File: src/rtl/obi_tmr_voter.sv
// TMR voter on the data OBI path: majority-votes three hart requests onto one bus port,
// broadcasts the single response back and records which harts disagreed.
module obi_tmr_voter #(
   parameter int unsigned SKEW_MAX = 4,
   parameter int unsigned CNT_W    = 8
) (
   input  logic                 clk_i,
   input  logic                 rst_ni,
   input  logic [2:0]           core_req_i,
   input  logic [2:0]           core_we_i,
   input  logic [2:0][3:0]      core_be_i,
   input  logic [2:0][31:0]     core_addr_i,
   input  logic [2:0][31:0]     core_wdata_i,
   output logic [2:0]           core_gnt_o,
   output logic [2:0]           core_rvalid_o,
   output logic [2:0][31:0]     core_rdata_o,
   output logic                 bus_req_o,
   output logic                 bus_we_o,
   output logic [3:0]           bus_be_o,
   output logic [31:0]          bus_addr_o,
   output logic [31:0]          bus_wdata_o,
   input  logic                 bus_gnt_i,
   input  logic                 bus_rvalid_i,
   input  logic [31:0]          bus_rdata_i,
   input  logic                 clear_i,
   output logic                 error_o,
   output logic [2:0]           faulty_hart_o,
   output logic [CNT_W-1:0]     mismatch_cnt_o
);

   localparam int unsigned VoteW = 69;
   localparam int unsigned SkewW = $clog2(SKEW_MAX + 1);

   typedef enum logic [2:0] {StIdle, StReq, StResp, StAbort, StAbortR} state_e;

   state_e                state_q, state_d;
   logic [SkewW-1:0]      skew_q, skew_d, skew_inc;
   logic [VoteW-1:0]      vote_q, vote_d, voted;
   logic [2:0]            mask_q, mask_d;
   logic [2:0]            faulty_q, faulty_d;
   logic [CNT_W-1:0]      cnt_q, cnt_d;
   logic [2:0][VoteW-1:0] vec;
   logic                  agree01, agree02, agree12, majority;
   logic [2:0]            flag;
   logic                  detect;

   always_comb begin
      for (int k = 0; k < 3; k++) begin
         vec[k] = {core_we_i[k], core_be_i[k], core_addr_i[k], core_wdata_i[k]};
      end
   end

   assign agree01  = core_req_i[0] & core_req_i[1] & (vec[0] == vec[1]);
   assign agree02  = core_req_i[0] & core_req_i[2] & (vec[0] == vec[2]);
   assign agree12  = core_req_i[1] & core_req_i[2] & (vec[1] == vec[2]);
   assign majority = agree01 | agree02 | agree12;
   assign voted    = (agree01 | agree02) ? vec[0] : vec[1];
   assign skew_inc = skew_q + SkewW'(1);

   always_comb begin
      state_d       = state_q;
      skew_d        = skew_q;
      vote_d        = vote_q;
      mask_d        = mask_q;
      core_gnt_o    = '0;
      core_rvalid_o = '0;
      core_rdata_o  = '0;
      bus_req_o     = 1'b0;
      flag          = '0;
      detect        = 1'b0;
      unique case (state_q)
         StIdle: begin
            if (majority) begin
               vote_d  = voted;
               skew_d  = '0;
               state_d = StReq;
            end else if (|core_req_i) begin
               if (skew_inc == SkewW'(SKEW_MAX)) begin
                  mask_d  = core_req_i;
                  skew_d  = '0;
                  state_d = StAbort;
               end else begin
                  skew_d = skew_inc;
               end
            end else begin
               skew_d = '0;
            end
         end
         StReq: begin
            bus_req_o = 1'b1;
            if (bus_gnt_i) begin
               core_gnt_o = 3'b111;
               // Harts that dropped out or diverged since the vote are flagged at grant
               for (int k = 0; k < 3; k++) begin
                  flag[k] = !core_req_i[k] || (vec[k] != vote_q);
               end
               detect  = |flag;
               state_d = StResp;
            end
         end
         StResp: begin
            if (bus_rvalid_i) begin
               core_rvalid_o = 3'b111;
               core_rdata_o  = {3{bus_rdata_i}};
               state_d       = StIdle;
            end
         end
         StAbort: begin
            core_gnt_o = mask_q;
            flag       = mask_q;
            detect     = 1'b1;
            state_d    = StAbortR;
         end
         StAbortR: begin
            core_rvalid_o = mask_q;
            state_d       = StIdle;
         end
         default: state_d = StIdle;
      endcase
   end

   // Clear has priority over a same-cycle detection; error_o still pulses
   always_comb begin
      faulty_d = faulty_q | flag;
      cnt_d    = cnt_q;
      if (detect && (cnt_q != '1)) begin
         cnt_d = cnt_q + CNT_W'(1);
      end
      if (clear_i) begin
         faulty_d = '0;
         cnt_d    = '0;
      end
   end

   always_ff @(posedge clk_i or negedge rst_ni) begin
      if (!rst_ni) begin
         state_q  <= StIdle;
         skew_q   <= '0;
         vote_q   <= '0;
         mask_q   <= '0;
         faulty_q <= '0;
         cnt_q    <= '0;
      end else begin
         state_q  <= state_d;
         skew_q   <= skew_d;
         vote_q   <= vote_d;
         mask_q   <= mask_d;
         faulty_q <= faulty_d;
         cnt_q    <= cnt_d;
      end
   end

   assign {bus_we_o, bus_be_o, bus_addr_o, bus_wdata_o} = vote_q;
   assign error_o        = detect;
   assign faulty_hart_o  = faulty_q;
   assign mismatch_cnt_o = cnt_q;

endmodule

File: config.mk
export PLATFORM = sky130hd
export DESIGN_NAME = obi_tmr_voter
export DESIGN_NICKNAME = d
export VERILOG_FILES = /design/src/rtl/obi_tmr_voter.sv
export SDC_FILE = /design/constraint.sdc
export NUM_CORES = 1
export LEC_CHECK = 0
export BUFFER_PORTS_ARGS = -buffer_cell sky130_fd_sc_hd__clkbuf_2
export CAP_MARGIN = 15
export CORE_ASPECT_RATIO = 2
export CORE_MARGIN = 2
export CORE_UTILIZATION = 35
export DETAILED_ROUTE_END_ITERATION = 7
export PLACE_DENSITY = 0.74
export REMOVE_ABC_BUFFERS = 1
export SLEW_MARGIN = 10
export SYNTH_ARGS = -nofsm -noshare
export SYNTH_HDL_FRONTEND = slang
export SYNTH_SLANG_ARGS = --single-unit
File: constraint.sdc
create_clock -name clk_i -period 3.75 [get_ports clk_i]
set_input_delay 1.125 -clock clk_i [delete_from_list [all_inputs] [get_ports clk_i]]
set_output_delay 1.125 -clock clk_i [all_outputs]
set_load 0.03 [all_outputs]
==> implementation parameters, run 1 <==
Parameter                              Value

CTS
  Cts hold-fix bufs ... 0
  CTS tree ... done
  Deepest level of the CTS H-tree ... 3
  Register clock-pin slew on the reported worst setup and hold paths ... ~80 ps
  Number of buffers between clock root and the deepest sink ... 2
  Number of buffers inserted during clock tree synthesis ... 9
  Root cell of the clock tree ... sky130_fd_sc_hd__clkbuf_16
  CTS sink cnt ... 89
  Worst skew pair latency ... between 300 and 400 ps

Timing
  Setup TNS ... -438 ps
  Tightest hold margin ... 522 ps
  Highest Clock Rate ... 239 MHz
  Clock period minus final worst setup slack ... 4190 ps
  Max-slew headroom at the worst pin ... 0.490
  Layout Skew ... roughly 13 ps
  Worst setup slack after layout ... -438 ps
  Final period util ... 1.12
  Transition time at the pin with the least slew margin ... about 760 ps
  Final count of hold timing violations ... 0
  Final-report max-slew violation count ... 0
  Final number of setup-violating endpoints ... 1
  Setup repair after global routing missed its margin ... yes

Floorplanning
  Die Span Y ... roughly 250 um
  Overall die width ... approximately 130 um
  Area enclosed by the die boundary ... 31100 um^2
  Row count ... ~90
  Core region area ... 29300 um^2
  Starting density of the core ... 0.354
  Ports placed on the boundary ... ~430

Worst setup path
  RR Startpoint ... vote_q[40]
  Maximum cell stage delay along the critical path ... 430 ps
  Worst reg2reg path depth ... 16
  Critical path required time ... ~2600 ps
  Type of destination of the critical path ... primary output
  Arrival time at the worst endpoint ... 3060 ps
  Cell-by-cell trace of the critical path ... buf_12 > xnor2_4 > buf_6 > nand4_1 > nor4_4 > nand4_1 > o21ai_2 > and4b_2 > inv_2 > buf_8
  Dominant cell type by count on the critical path ... sky130_fd_sc_hd__nand4_1
  Worst Path Max Fanout ... 2
  Worst setup SP type ... input port
  Flop2flop setup slack ... 630 ps
  Classification of the worst setup path ... in2out
  Slowest library cell on the worst path ... sky130_fd_sc_hd__nor4_4
  Critical R2R Capture ... faulty_hart_o[1]

Logic synthesis
  Instance count of the mapped netlist ... 1142
  Number of distinct library cell variants in the gate-level netlist after synthesis ... 60
  Share of the synthesized area in the top cell type ... 0.215
  Count of state elements after synthesis ... a little under 90
  Primary FF master, synth ... sky130_fd_sc_hd__dfrtp_1
  Fraction of synthesis flops using an asynchronous set or reset pin ... 1.00
  Biggest area contributors in the synthesized netlist ... sky130_fd_sc_hd__dfrtp_1 21%, sky130_fd_sc_hd__xor2_1 13%, sky130_fd_sc_hd__xnor2_1 13%, sky130_fd_sc_hd__mux2_4 6.2%, sky130_fd_sc_hd__buf_4 4.7%
  Sequential area share after synthesis ... 0.215
  Post-synthesis cell area ... 10400 um^2
  Leading cell types by count after synthesis ... 154 x sky130_fd_sc_hd__xor2_1, 149 x sky130_fd_sc_hd__xnor2_1, 89 x sky130_fd_sc_hd__dfrtp_1
  Average cell area after synthesis ... 9.08 um^2
  Dominant cell type by area after synthesis ... sky130_fd_sc_hd__dfrtp_1
  Yosys synthesis warning count ... 0
  Count of flip-flops with a built-in enable after synthesis ... 0
  Most numerous cell in the Yosys netlist ... sky130_fd_sc_hd__xor2_1

Global route
  Initial antenna violation count ... 2
  Overflow left after global routing ... 0
  Total Routing Usage GR ... 0.449
  Largest net degree at the start of global routing ... 58
  Wire length of the first global-routing pass ... 95800 um
  Vias in the first global route ... 12900

Finish
  Filler cell count ... ~2800
  Final non-filler cell total ... 2273
  Fraction of layout cells with a size suffix above 1 ... 0.514
  Signed area change from the synthesized netlist to the final layout ... 54.6%
  Util after Layout ... 0.547
  Net total in the final layout ... 2153

Route
  Total detailed-routing wirelength ... 71800 um
  Uppermost metal layer occupied by signal nets ... met4
  Routed length on met3 ... 5560 um
  Iteration count of the initial detailed-routing pass ... 6
  Routed met1 length ... 24000 um
  Residual DRC ... 0
  Routed vias ... 12900
  Wire length on met2 ... approximately 33000 um
  DRC marker count from the first detailed-route iteration ... 1191
  Antenna viol nets, final ... 0
  Average detailed-routed wire length per instance ... between 30 and 40 um
  Via count normalized by instance count ... 5.70

Power and ir drop
  Post-route total power ... between 4000 and 5000 uW
  Power per standard cell area ... 274 nW/um^2
  Max rail drop VDD ... 0.200 mV
  Lkg Pwr ... 0.00823 uW

Worst hold path
  Worst Hold Endpoint ... skew_q[1]
  Type of the tightest min-delay check ... reg2reg
  Number of cells on the worst hold path ... 2
  Hold path startpoint ... skew_q[1]

Placement
  Post-DP HPWL ... 62400 um
  Routability cong. ... 1.14
  Placed Cells ... roughly 2200
  Count of input and output buffers ... 430

Outcome
  Result of the run ... finished, violations left
  Violated checks ... negative setup slack

Flow run
  Total of max-cap violations ... 0
==> registers in the layout (all words and copies together), names as in the netlist <==
| name | cells |
|---|---|
| state_q | 3 |
| skew_q | 3 |
| mismatch_cnt_o | 8 |
| mask_q | 3 |
| vote_q | 69 |
| faulty_hart_o | 3 |
==> how the worst max path moves through the flow <==
stage                     slack, ps         end  cells past startpoint             start
after floorplan               -1200  vote_q[10]                      8   core_addr_i[41]
after global placement         -870     error_o                     10  core_wdata_i[46]
after detailed placement       -840     error_o                     10  core_wdata_i[46]
after CTS                      -380     error_o                      9   core_addr_i[33]
after global routing           -440     error_o                     10  core_wdata_i[46]
final                          -440     error_o                     10  core_wdata_i[46]
==> cell families after synthesis <==
family / after synthesis / share of synthesized area
compound gates: 126 / 0.0898
flops: 89 / 0.215
mux: 130 / 0.152
fa+ha+maj: 3 / 0.00362
simple gates: 334 / 0.194
xor+xnor: 303 / 0.256
buf+inv: 157 / 0.0896
==> timing repair <==
| item | in CTS | in global routing |
|---|---|---|
| pin swaps | 16 | 14 |
| resized for setup | 31 | 30 |
| setup endpoints to repair | 49 | 50 |
| setup buffers | 10 | 5 |
==> layer usage <==
| layer | GRT usage | vias up |
|---|---|---|
| li1 | - | 5514 |
| met5 | 0 | - |
| met1 | 0.467 | 6114 |
| met2 | 0.746 | 1009 |
| met3 | 0.0737 | 310 |
| met4 | 0.454 | 0 |
==> layout by cell type (no fill, tap or decap), drive strengths merged, types with 5 or more instances in the layout <==
cell type,n
clkbuf,433
buf,414
xor2,154
xnor2,149
dfrtp,89
mux2,88
inv,73
nor2b,58
nor4,55
nand4,54
mux2i,42
nand2b,41
and2,34
nand2,33
a21oi,25
nor2,20
o22ai,18
o21ai,18
o2111ai,13
a2111oi,13
o221ai,9
nand3,8
nor3,8
a221oi,7
or3,6
a2111o,5
==> stage by stage <==
step                      worst slack (ps)  instance area [um^2]
after floorplan                      -1200                  9700
after global placement                -873                 15400
after detailed placement              -844                 15400
after CTS                             -378                 15900
after global routing                  -437                 16000
final                                 -438                 16000
==> critical path: cells and delay by family <==
family                 cells  cell delay, ps
AND/OR/NAND/NOR            4            1150
AO/OA/AOI/OAI              1             160
XOR/XNOR                   1             170
buffers and inverters      4             460
==> final cells by class <==
class                      count  area, um^2  share of cell area
clock buffer                   9         225              0.0141
inverter                      69         262              0.0163
sequential                    89        2230               0.139
clock inverter                 7        70.1             0.00437
antenna                        1        2.50            0.000156
timing repair buffer         838        5350               0.334
multi-input combinational    896        7430               0.464
tap                          364         455              0.0284
==> report_power, final <==
group	switching (uW)	internal [uW]
clock	524	472
sequential	69.7	1010
combinational	1440	873
(Power assumes the default switching activity.)
==> run 2: changes to the inputs <==
--- a/config.mk
+++ b/config.mk
@@ -10,8 +10,9 @@
 export CORE_ASPECT_RATIO = 2
 export CORE_MARGIN = 2
 export CORE_UTILIZATION = 35
+export CTS_CLUSTER_SIZE = 10
 export DETAILED_ROUTE_END_ITERATION = 7
-export PLACE_DENSITY = 0.74
+export PLACE_DENSITY = 0.71
 export REMOVE_ABC_BUFFERS = 1
 export SLEW_MARGIN = 10
 export SYNTH_ARGS = -nofsm -noshare
==> constraint.sdc (replaced) <==
create_clock -name clk_i -period 4.26 [get_ports clk_i]
set_input_delay 1.278 -clock clk_i [delete_from_list [all_inputs] [get_ports clk_i]]
set_output_delay 1.278 -clock clk_i [all_outputs]
set_load 0.03 [all_outputs]
==> run 2 against run 1 <==
Effect of this change:
- the flow still finishes with violations (negative setup slack)
- clock power shrank 13%
- design area shrank 4.3%
- combinational power shrank 18%
- die area is the same
- critical path type unchanged
- largest cell class unchanged
==> implementation parameters, run 2 (synthesized netlist as in run 1, its figures left out) <==
Parameter                              Value

Timing
  Layout Skew ... 10.9 ps (was 12.5 ps)
  Final count of hold timing violations ... 0 (unchanged)
  Highest Clock Rate ... 219 MHz
  Transition time at the pin with the least slew margin ... 874 ps (was 762 ps)
  Max-slew headroom at the worst pin ... 0.417 (was 0.490)
  Final-report max-slew violation count ... 0 (unchanged)
  Clock period minus final worst setup slack ... between 4000 and 5000 ps
  Setup repair after global routing missed its margin ... yes (unchanged)
  Final period util ... 1.07
  Worst setup slack after layout ... -315 ps (was -438 ps)
  Final number of setup-violating endpoints ... 1 (unchanged)

Route
  Routed vias ... 12500 (was 12900)
  Residual DRC ... 0 (unchanged)
  Antenna viol nets, final ... 0 (unchanged)
  Iteration count of the initial detailed-routing pass ... 6 (unchanged)
  Via count normalized by instance count ... 5.67 (was 5.70)
  DRC marker count from the first detailed-route iteration ... 1171 (was 1191)
  Total detailed-routing wirelength ... 70700 um (was 71800 um)
  Average detailed-routed wire length per instance ... 32.1 um (was 31.6 um)

Global route
  Routing usage on met3 ... 0.0787 (was 0.0737)
  Initial antenna violation count ... 7 (was 2)
  Largest net degree at the start of global routing ... 58 (unchanged)
  Overflow left after global routing ... 0 (unchanged)
  Global Route met2 Usage ... 0.737 (was 0.746)
  GRT met1 Usage ... 0.466 (was 0.467)
  Vias in the first global route ... 12300 (was 12900)
  Most utilized layer in the global route result ... met2 (unchanged)
  Wire length of the first global-routing pass ... 94200 um (was 95800 um)
  Total Routing Usage GR ... 0.443 (was 0.449)

Placement
  Setup slack at placement ... -634 ps (was -844 ps)
  Placed Cells ... 2185 (was 2243)
  Count of input and output buffers ... 430 (unchanged)
  Routability cong. ... 1.12 (was 1.14)
  Post-DP HPWL ... 62300 um (was 62400 um)

Finish
  Net total in the final layout ... 2083 (was 2153)
  Fraction of layout cells with a size suffix above 1 ... 0.484 (was 0.514)
  Most common library cell in the layout ignoring fill and taps ... sky130_fd_sc_hd__clkbuf_2 (unchanged)
  Largest register FFs ... 69 (unchanged)
  Commonest cells after routing, fill and taps aside ... 428 x sky130_fd_sc_hd__clkbuf_2, 332 x sky130_fd_sc_hd__buf_4, 154 x sky130_fd_sc_hd__xor2_1 (was 422 x sky130_fd_sc_hd__clkbuf_2, 402 x sky130_fd_sc_hd__buf_4, 149 x sky130_fd_sc_hd__xor2_1)
  Signed area change from the synthesized netlist to the final layout ... 47.9% (was 54.6%)
  Largest reg by FF count ... vote_q (unchanged)
  Final non-filler cell total ... 2206 (was 2273)

Floorplanning
  Overall die width ... 126 um (unchanged)
  Area enclosed by the die boundary ... 31100 um^2 (unchanged)
  Ports placed on the boundary ... 431 (unchanged)
  Core region area ... 29300 um^2 (unchanged)
  Die Span Y ... 247 um (unchanged)
  Row count ... 89 (unchanged)
  Starting density of the core ... 0.354 (unchanged)

CTS
  Root cell of the clock tree ... sky130_fd_sc_hd__clkbuf_16 (unchanged)
  Number of buffers between clock root and the deepest sink ... 2 (unchanged)
  Number of buffers inserted during clock tree synthesis ... 9 (unchanged)
  Deepest level of the CTS H-tree ... 3 (unchanged)
  Register clock-pin slew on the reported worst setup and hold paths ... 80 ps (about the same)
  Cts hold-fix bufs ... 0 (unchanged)
  CTS sink cnt ... 89 (unchanged)
  Worst skew pair latency ... 390 ps (about the same)
  CTS tree ... done (unchanged)

Flow run
  Total of max-cap violations ... 0 (unchanged)

Outcome
  Violated checks ... negative setup slack (unchanged)
  Result of the run ... finished, violations left (unchanged)

Worst setup path
  Classification of the worst setup path ... in2out (unchanged)
  Worst Path Max Fanout ... 2 (unchanged)
  Critical path required time ... 2980 ps (was 2620 ps)
  Arrival time at the worst endpoint ... 3300 ps (was 3060 ps)
  Worst setup SP type ... input port (unchanged)
  Type of destination of the critical path ... primary output (unchanged)

Power and ir drop
  Power per standard cell area ... 242 nW/um^2 (was 274 nW/um^2)
  Max rail drop VDD ... 0.158 mV (was 0.200 mV)
  Lkg Pwr ... 0.00787 uW (was 0.00823 uW)

Worst hold path
  Type of the tightest min-delay check ... reg2reg (unchanged)
-- run 2: changes by cell type in the layout (fill, tap and decap cells not counted), sizes merged --
cell    previous run  this run
clkbuf           433       438
diode              1         4
inv               73        72
clkinv             2         3
buf              414       339
-- run 2: repair_timing --
action | 4_1_cts | 5_1_grt
setup endpoints to repair | 1 | 1
pin swaps | 7 | 1
setup buffers | 1 | 0
gates resized for setup | 12 | 3
-- run 2: path summary, 6_finish.rpt --
check,to,startpoint,slack [ps],cells past startpoint
max in group asynchronous,vote_q[63],rst_ni,2510,2
hold / removal,skew_q[1],skew_q[1],520,2
setup / recovery,error_o,core_wdata_i[85],-310,10
setup reg to reg,mismatch_cnt_o[0],vote_q[54],1310,11
hold reg to reg,skew_q[1],skew_q[1],520,2
min in group asynchronous,vote_q[12],rst_ni,1000,1
-- run 2: critical path, cell delays in order --
cell                       delay (ps)
sky130_fd_sc_hd__clkbuf_2         160
sky130_fd_sc_hd__xnor2_2          190
sky130_fd_sc_hd__nand4_1          290
sky130_fd_sc_hd__nor4_1           380
sky130_fd_sc_hd__buf_4            210
sky130_fd_sc_hd__nand3_1           90
sky130_fd_sc_hd__o21ai_0          200
sky130_fd_sc_hd__and4b_1          280
sky130_fd_sc_hd__inv_1             60
sky130_fd_sc_hd__clkbuf_8         150
-- run 2: area by class of cell --
class / count / area (um^2)
Clock buffer: 9 / 225
Antenna cell: 4 / 10.0
Clock inverter: 7 / 72.6
Timing Repair Buffer: 768 / 4790
Inverter: 69 / 259
Sequential cell: 89 / 2230
Tap cell: 364 / 455
Multi-Input combinational cell: 896 / 7290
Fill cell: 2861 / 14000
-- run 2: through the flow --
step                TNS, ps  instance area (um^2)  utilization  hold WS [ps]  total power (uW)
floorplan            -52650                  9700            -           467              1780
finish                 -315                 15300        0.523           520              3710
CTS                    -297                 15300        0.522           527              3690
global route           -372                 15300        0.523           564              3820
global placement      -4590                 14900        0.510           484              2810
detailed placement    -5620                 14900        0.510           509              2810
-- run 2: layer usage --
metal	vias up	share of wire
li1	5368	-
met1	5974	0.34
met2	922	0.46
met3	248	0.078
met4	4	0.12
met5	-	0.00037
-- run 2: report_power, final --
part	switching, uW	internal, uW	total, uW
logic	1200	690	1890
registers	62.2	891	953
clock network	451	414	865
total	1720	1990	3710
==> run 3: changes to the inputs <==
--- a/config.mk
+++ b/config.mk
@@ -12,7 +12,7 @@
 export CORE_UTILIZATION = 35
 export CTS_CLUSTER_SIZE = 10
 export DETAILED_ROUTE_END_ITERATION = 7
-export PLACE_DENSITY = 0.71
+export PLACE_DENSITY = 0.74
 export REMOVE_ABC_BUFFERS = 1
 export SLEW_MARGIN = 10
 export SYNTH_ARGS = -nofsm -noshare
==> constraint.sdc (replaced) <==
create_clock -name clk_i -period 4.1 [get_ports clk_i]
set_input_delay 1.23 -clock clk_i [delete_from_list [all_inputs] [get_ports clk_i]]
set_output_delay 1.23 -clock clk_i [all_outputs]
set_load 0.03 [all_outputs]
==> run 3 against run 2 <==
Effect of this change:
- the run still ends with negative setup slack left
- register-to-register slack got worse by 240 ps
- via count barely moved
- first-iteration DRC count rose by 2.1%
- critical path depth did not move
- core utilization rose by 0.27 points
- critical endpoint unchanged
- largest cell class unchanged
==> implementation parameters, run 3 (synthesized netlist as in run 1, its figures left out) <==
Parameter                              Value

Outcome
  Result of the run ... finished, violations left (unchanged)
  Violated checks ... negative setup slack (unchanged)

Finish
  Net total in the final layout ... 2089 (was 2083)
  Filler cell count ... 2876 (was 2861)
  Most common library cell in the layout ignoring fill and taps ... sky130_fd_sc_hd__clkbuf_2 (unchanged)
  Largest reg by FF count ... vote_q (unchanged)
  Largest register FFs ... 69 (unchanged)
  Util after Layout ... 0.526 (was 0.523)
  Final non-filler cell total ... 2212 (was 2206)
  Signed area change from the synthesized netlist to the final layout ... 48.7% (was 47.9%)
  Commonest cells after routing, fill and taps aside ... 428 x sky130_fd_sc_hd__clkbuf_2, 338 x sky130_fd_sc_hd__buf_4, 153 x sky130_fd_sc_hd__xor2_1 (was 428 x sky130_fd_sc_hd__clkbuf_2, 332 x sky130_fd_sc_hd__buf_4, 154 x sky130_fd_sc_hd__xor2_1)
  Fraction of layout cells with a size suffix above 1 ... 0.488 (was 0.484)

Worst setup path
  Classification of the worst setup path ... in2out (unchanged)
  Flop2flop setup slack ... 1070 ps (was 1310 ps)
  Crit path from ... core_wdata_i[30] (was core_wdata_i[85])
  Maximum cell stage delay along the critical path ... 340 ps (was 380 ps)
  Type of destination of the critical path ... primary output (unchanged)
  Worst reg2reg path depth ... 9 (was 11)
  Critical path required time ... 2870 ps (was 2980 ps)
  Arrival time at the worst endpoint ... 3250 ps (was 3300 ps)
  Buffers plus inverters on the worst setup path ... 4 (unchanged)
  Cell-by-cell trace of the critical path ... clkbuf_2 > xor2_1 > nor4_2 > buf_4 > nand4_1 > nor4_4 > a31o_1 > and4b_2 > inv_2 > buf_6 (was clkbuf_2 > xnor2_2 > nand4_1 > nor4_1 > buf_4 > nand3_1 > o21ai_0 > and4b_1 > inv_1 > clkbuf_8)
  Slowest library cell on the worst path ... sky130_fd_sc_hd__nor4_2 (was sky130_fd_sc_hd__nor4_1)
  Worst Path Max Fanout ... 2 (unchanged)
  Dominant delay contributor by cell family on the critical path ... simple AND/OR/NAND/NOR gates (unchanged)
  Worst setup SP type ... input port (unchanged)
  RR Startpoint ... vote_q[13] (was vote_q[54])
  Critical R2R Capture ... mismatch_cnt_o[0] (unchanged)

Timing
  Clock period minus final worst setup slack ... 4480 ps
  Final count of hold timing violations ... 0 (unchanged)
  Layout Skew ... 16.7 ps (was 10.9 ps)
  Highest Clock Rate ... 223 MHz
  Final-report max-slew violation count ... 0 (unchanged)
  Setup repair after global routing missed its margin ... yes (unchanged)
  Final period util ... 1.09
  Worst setup slack after layout ... -377 ps (was -315 ps)
  Max-slew headroom at the worst pin ... 0.493 (was 0.417)
  Final number of setup-violating endpoints ... 1 (unchanged)
  Tightest hold margin ... 508 ps (was 520 ps)
  Transition time at the pin with the least slew margin ... 758 ps (was 874 ps)

Worst hold path
  Hold path startpoint ... skew_q[1] (unchanged)
  Type of the tightest min-delay check ... reg2reg (unchanged)
  Number of cells on the worst hold path ... 2 (unchanged)
  Worst Hold Endpoint ... skew_q[1] (unchanged)

CTS
  Cts hold-fix bufs ... 0 (unchanged)
  Worst skew pair latency ... 400 ps (was 390 ps)
  CTS sink cnt ... 89 (unchanged)
  Number of buffers between clock root and the deepest sink ... 2 (unchanged)
  Register clock-pin slew on the reported worst setup and hold paths ... 80 ps (about the same)
  Deepest level of the CTS H-tree ... 3 (unchanged)
  CTS tree ... done (unchanged)
  Root cell of the clock tree ... sky130_fd_sc_hd__clkbuf_16 (unchanged)
  Number of buffers inserted during clock tree synthesis ... 9 (unchanged)

Placement
  Routability cong. ... 1.17 (was 1.12)
  Count of input and output buffers ... 430 (unchanged)
  Post-DP HPWL ... 60300 um (was 62300 um)
  Placed Cells ... 2192 (was 2185)

Route
  Routed vias ... 12500 (about the same)
  Iteration count of the initial detailed-routing pass ... 5 (was 6)
  DRC marker count from the first detailed-route iteration ... 1196 (was 1171)
  Average detailed-routed wire length per instance ... 31.0 um (was 32.1 um)
  Antenna viol nets, final ... 0 (unchanged)
  Residual DRC ... 0 (unchanged)
  Via count normalized by instance count ... 5.66 (was 5.67)
  Total detailed-routing wirelength ... 68600 um (was 70700 um)

Global route
  Initial antenna violation count ... 6 (was 7)
  Total Routing Usage GR ... 0.427 (was 0.443)
  Largest net degree at the start of global routing ... 55 (was 58)
  Wire length of the first global-routing pass ... 91500 um (was 94200 um)
  Overflow left after global routing ... 0 (unchanged)
  Vias in the first global route ... 12400 (was 12300)

Floorplanning
  Overall die width ... 126 um (unchanged)
  Die Span Y ... 247 um (unchanged)
  Area enclosed by the die boundary ... 31100 um^2 (unchanged)
  Core region area ... 29300 um^2 (unchanged)
  Starting density of the core ... 0.354 (unchanged)
  Ports placed on the boundary ... 431 (unchanged)
  Row count ... 89 (unchanged)

Power and ir drop
  Lkg Pwr ... 0.00790 uW (was 0.00787 uW)
  Max rail drop VDD ... 0.204 mV (was 0.158 mV)
  Power per standard cell area ... 253 nW/um^2 (was 242 nW/um^2)

Flow run
  Total of max-cap violations ... 0 (unchanged)
==> run 3: cell types whose count changed in the layout (fill, tap and decap cells not counted), sizes merged <==
cell	change
buf	+7
clkinvlp	+1
clkinv	-1
clkbuf	-1
==> run 3: cell type report <==
class / count / area, um^2 / share of cell area
Multi-Input combinational cell: 896 / 7330 / 0.476
Sequential cell: 89 / 2230 / 0.145
Clock buffer: 9 / 225 / 0.0146
Tap cell: 364 / 455 / 0.0296
Timing Repair Buffer: 774 / 4830 / 0.313
Clock inverter: 7 / 73.8 / 0.00479
Antenna cell: 4 / 10.0 / 0.000650
Inverter: 69 / 259 / 0.0168
==> run 3: per-layer routing <==
layer  global-route usage  vias to the layer above  routed length [um]
li1                     -                     5374                   -
met1                0.449                     5914               23400
met2                0.715                      964               31800
met3               0.0716                      256                5410
met4                0.408                        2                8010
met5                    0                        -                  10
==> run 3: worst max path at each step <==
stage                       endpoint  slack, ps  depth (start not counted)
after CTS                    error_o       -340                         10
after global placement       error_o       -840                          9
after global routing         error_o       -450                         10
after detailed placement     error_o       -850                          9
after floorplan           vote_q[10]       -950                          8
final                        error_o       -380                         10
==> run 3: stage by stage <==
stage | total power, uW | setup TNS, ps | setup WS (ps) | area [um^2]
floorplan | 1850 | -60380 | -951 | 9700
global placement | 2920 | -8110 | -844 | 15000
detailed placement | 2930 | -4960 | -846 | 15000
CTS | 3850 | -340 | -340 | 15400
global route | 3990 | -453 | -453 | 15400
finish | 3890 | -377 | -377 | 15400
==> run 3: what timing repair did <==
action / in CTS / in global routing
pin swaps: 5 / 7
endpoints found under the setup margin: 1 / 1
buffers inserted: 0 / 1
resized for setup: 14 / 9
cloned: 0 / 0
==> run 3: tightest hold or removal path: stages (launching register included) <==
cell and delay, ps:
sky130_fd_sc_hd__dfrtp_1 380, sky130_fd_sc_hd__nand2_1 60, sky130_fd_sc_hd__nand2_1 50
==> run 3: where the power goes <==
group | leakage (uW) | internal, uW | switching (uW)
sequential | 0.00111 | 925 | 63.1
combinational | 0.00666 | 723 | 1260
clock | 0.000140 | 431 | 485
